$ cat src/rtl/uart_tx_core.sv
// uart_tx_core: UART transmitter, one start bit, 5-8 data bits LSB first, one stop bit.
//   Clk      - system clock, rising edge
//   nRst     - synchronous active-low reset
//   TxEn     - transmit request, sampled only while idle
//   TxData   - frame payload, captured on acceptance
//   nBits    - data bits per frame (5..8, anything else means 8), captured on acceptance
//   baudRate - tick divisor, one tick every baudRate clocks; 0 means the request is ignored
//   Tx       - serial line, idles high
//   TxDone   - sticky frame-complete level, cleared by the next accepted request
//   TxBusy   - high while a frame is in progress
module uart_tx_core #(
    parameter int OVS = 16
) (
    input  logic        Clk,
    input  logic        nRst,
    input  logic        TxEn,
    input  logic [7:0]  TxData,
    input  logic [3:0]  nBits,
    input  logic [15:0] baudRate,
    output logic        Tx,
    output logic        TxDone,
    output logic        TxBusy
);
    typedef enum logic [1:0] {IDLE, START, DATA, STOP} state_t;

    state_t      state;
    logic [15:0] divCnt;
    logic [3:0]  tickCnt;
    logic [2:0]  bitIdx;
    logic [7:0]  shData;
    logic [3:0]  shBits;
    logic [15:0] shBaud;
    logic [3:0]  effBits;
    logic        tick;
    logic        bitEnd;

    always_comb begin
        effBits = (nBits >= 4'd5 && nBits <= 4'd8) ? nBits : 4'd8;
        tick    = divCnt == shBaud - 16'd1;
        // A bit ends on the tick that completes the OVS-th tick of the bit.
        bitEnd  = tick && tickCnt == 4'(OVS - 1);
    end

    always_ff @(posedge Clk) begin
        if (!nRst) begin
            state   <= IDLE;
            divCnt  <= '0;
            tickCnt <= '0;
            bitIdx  <= '0;
            shData  <= '0;
            shBits  <= '0;
            shBaud  <= '0;
            Tx      <= 1'b1;
            TxDone  <= 1'b0;
            TxBusy  <= 1'b0;
        end else begin
            // The divider only runs mid-frame; the tick counter wraps 15 -> 0 on its own.
            if (state != IDLE) begin
                divCnt <= tick ? 16'd0 : divCnt + 16'd1;
                if (tick)
                    tickCnt <= tickCnt + 4'd1;
            end
            case (state)
                IDLE: begin
                    Tx     <= 1'b1;
                    TxBusy <= 1'b0;
                    if (TxEn && baudRate != 16'd0) begin
                        shData  <= TxData;
                        shBits  <= effBits;
                        shBaud  <= baudRate;
                        divCnt  <= '0;
                        tickCnt <= '0;
                        bitIdx  <= '0;
                        TxDone  <= 1'b0;
                        TxBusy  <= 1'b1;
                        Tx      <= 1'b0;
                        state   <= START;
                    end
                end
                START: begin
                    if (bitEnd) begin
                        bitIdx <= '0;
                        Tx     <= shData[0];
                        state  <= DATA;
                    end
                end
                DATA: begin
                    if (bitEnd) begin
                        if ({1'b0, bitIdx} == shBits - 4'd1) begin
                            Tx    <= 1'b1;
                            state <= STOP;
                        end else begin
                            bitIdx <= bitIdx + 3'd1;
                            Tx     <= shData[bitIdx + 3'd1];
                        end
                    end
                end
                default: begin
                    if (bitEnd) begin
                        TxDone <= 1'b1;
                        TxBusy <= 1'b0;
                        state  <= IDLE;
                    end
                end
            endcase
        end
    end
endmodule

$ cat config.mk
export PLATFORM = sky130hd
export DESIGN_NAME = uart_tx_core
export DESIGN_NICKNAME = d
export VERILOG_FILES = /design/src/rtl/uart_tx_core.sv
export SDC_FILE = /design/constraint.sdc
export NUM_CORES = 1
export LEC_CHECK = 0
export CAP_MARGIN = 25
export CORE_MARGIN = 2
export CORE_UTILIZATION = 45
export CTS_CLUSTER_DIAMETER = 60
export DETAILED_ROUTE_END_ITERATION = 8
export PLACE_DENSITY_LB_ADDON = 0.25
export SYNTH_ARGS = -nofsm -noshare
export SYNTH_HDL_FRONTEND = slang
export SYNTH_SLANG_ARGS = --single-unit
$ cat constraint.sdc
create_clock -name Clk -period 4.08 [get_ports Clk]
set_input_delay 0.816 -clock Clk [delete_from_list [all_inputs] [get_ports Clk]]
set_output_delay 0.816 -clock Clk [all_outputs]
set_load 0.01 [all_outputs]
==> impl_metrics.toml <==
[clock_tree]
clock_path_buffers = 2
post_cts_resized = 0
cts_tree = "done"
cts_sinks = 56
cts_buffers = 5
clk_pin_slew_worst_paths_ns = 0.11
postCtsSetupRepairBufs = 0
root_buffer = "clkbuf_8"
cts.hold.buffers_added = 0
htree_levels = 2
clock_latency_ns = 0.31

[detailed_routing]
drc_errors = 0
wl_mm = 7.07
drtIter0Drc = 133
drtPass1Iterations = 4
viasPerCell = 5.40
antenna_left = 0
vias = 2821
wl_per_cell_um = 13.5

[layout]
register_area_um2 = 1120
nets = 465
fillers = 656
diodes = 0
multiInputGateArea_um2 = 1890
area_delta_synth_final_pct = 14.6
drive_gt1_share_pct = 5.16

[power]
p_sw_w = 0.000674
report.power.total_w = 0.00171
ir_drop_mv = 0.205
p_seq_share_pct = 40.9
power.density_nw_per_um2 = 471
clkPwrFrac_pct = 18.6
p_int_w = 0.00104
p_leak_nw = 1.37
switching_share_pct = 39.4
combinationalPowerShare_pct = 40.5

[sta]
finalCritPeriodShare_pct = 80.1
rsz0062_at_grt = "false"
finalSetupViolations = 0
fin_setup_tns_ns = 0
min_period_ns = 3.27
relSlewSlack_pct = 64.6
setup_slack_ns = 0.811
maxSlewViolCount = 0
finClkSkew_ns = 0.00777
finalHoldViolCount = 0
fmax_ghz = 0.306
tightest_slew_ns = 0.517

[floorplan]
chipWidth_um = 87.9
start_util_pct = 46.6
coreArea_um2 = 6790
rows = 30
die_area_um2 = 7730
die_h_um = 87.9
ios = 34

[place]
gp_congestion = 0.857
port_buffers = 33
dp_hpwl_mm = 5.22
place_ws_ns = 0.829

[status]
outcome = "finished clean"

[worst_setup_path]
start_kind = "flip-flop"
critical_path.cell_chain = "or4_4 > nor3_1 > nand2_1 > xnor2_1 > or4_1 > nor4_4 > or2_0 > buf_4 > nor2_1"
critPathKind = "flip-flop to flip-flop"
cp.arrival_ns = 3.48
cp.required_ns = 4.29
cp-end-kind = "flip-flop"
slowest_stage = "or4_1"
path_max_fanout = 14
slowest_delay_ns = 0.69

[logic_synthesis]
syn_nets = 444
synth.largest_area_cell = "dfxtp_1"
synth_top_area_share_pct = 35.4
async_reset_ff_share_pct = 0
seq_area_frac_synth_pct = 35.4
synth_area_leaders = "dfxtp_1 (35%), nand2_1 (9.2%), a21oi_1 (5.8%)"
synthTopCellsByCount = "nand2_1 (78), dfxtp_1 (56), a21oi_1 (37)"
syn_inst = 404
ys_warn_count = 0
syn-cell-area_um2 = 3170
ys_seq_elements = 56
yosysUniqueCellTypes = 56
synth.most_common_cell = "nand2_1"
syn_area_per_cell_um2 = 7.84
synth_edf_count = 0
synth_ff_type = "dfxtp_1"

[global_routing]
grt_pass1_wl_mm = 12.0
grt_max_degree = 35
antenna_found_initial = 0
track_usage_pct = 19.4
overflow = 0
grt_pass1_vias = 2585

[hold_path]
hp-class = "flip-flop to flip-flop"

[run]
max_cap_violations = 0
==> path summary, 6_finish.rpt <==
| kind | start | to | slack, ns | cells after the start |
|---|---|---|---|---|
| max | shBaud[3]$_SDFFE_PN0P_ | divCnt[7]$_SDFF_PN0_ | 0.81 | 9 |
| min | shData[7]$_SDFFE_PN0P_ | shData[7]$_SDFFE_PN0P_ | 0.46 | 2 |
| max reg2reg | shBaud[3]$_SDFFE_PN0P_ | divCnt[7]$_SDFF_PN0_ | 0.81 | 9 |
| min reg2reg | shData[7]$_SDFFE_PN0P_ | shData[7]$_SDFFE_PN0P_ | 0.46 | 2 |
==> flip-flops by register name, summed over array words and instances, names as in the netlist <==
name     count
TxBusy       1
shBaud      16
TxDone       1
shData       8
divCnt      16
tickCnt      4
state        2
shBits       4
Tx           1
bitIdx       3
==> cells in the final DEF, fill, tap and decap left out, drive strengths merged, types with 4 or more instances in the layout <==
| cell | instances |
|---|---|
| or4 | 5 |
| dfxtp | 56 |
| buf | 4 |
| clkbuf | 5 |
| clkdlybuf4s50 | 33 |
| nand3 | 16 |
| xnor2 | 14 |
| xor2 | 21 |
| inv | 14 |
| o22ai | 4 |
| ha | 9 |
| and3 | 8 |
| nor3 | 7 |
| nor4 | 9 |
| nand2 | 78 |
| nor2 | 34 |
| mux2i | 4 |
| a21oi | 37 |
| o21ai | 12 |
| nand4 | 5 |
==> per-stage QoR <==
| step | cell area, um^2 | hold slack, ns | cells | utilization (%) |
|---|---|---|---|---|
| finish | 3630 | 0.461 | 522 | 53.5 |
| global route | 3630 | 0.487 | 522 | 53.5 |
| CTS | 3630 | 0.463 | 522 | 53.5 |
| detailed placement | 3540 | 0.448 | 514 | 52.1 |
| global placement | 3540 | 0.440 | 514 | 52.1 |
| floorplan | 3170 | 0.433 | 404 | - |
==> power groups by stage <==
stage / logic, W / registers (W) / clock network, W
floorplan: 0.000541 / 0.000687 / 0
global placement: 0.000683 / 0.000709 / 0
finish: 0.000693 / 0.000700 / 0.000319
global route: 0.000784 / 0.000714 / 0.000346
detailed placement: 0.000689 / 0.000713 / 0
CTS: 0.000693 / 0.000699 / 0.000326
==> worst max-delay path: cells and delay by family, from the launching register on <==
kind	cells	cell delay [ns]
and+or+nand+nor	7	2.43
buffers and inverters	1	0.19
DFF	1	0.41
xor gates and xnor gates	1	0.14
==> cell families after synthesis <==
group / Yosys count / synth area share [%]
buf+inv: 37 / 5.05
fa+ha+maj: 9 / 3.55
mux: 7 / 3.04
simple gates: 184 / 28.1
xor+xnor: 36 / 10.4
compound gates: 75 / 14.5
flops: 56 / 35.4
==> cell type report <==
cell class	instances	share of cell area (%)
clock buffer	5	1.89
tap	96	3.31
clock inverter	3	0.620
multi-input combinational	311	52.0
timing repair buffer	37	9.92
sequential	56	30.9
inverter	14	1.45
==> layer usage <==
layer | global-route usage, % | up-vias | wire, um
li1 | - | 1439 | -
met1 | 25.4 | 1322 | 3360
met2 | 32.9 | 51 | 3370
met3 | 3.30 | 9 | 206
met4 | 5.73 | 0 | 127
met5 | 0 | - | 0
(Power assumes the default switching activity.)
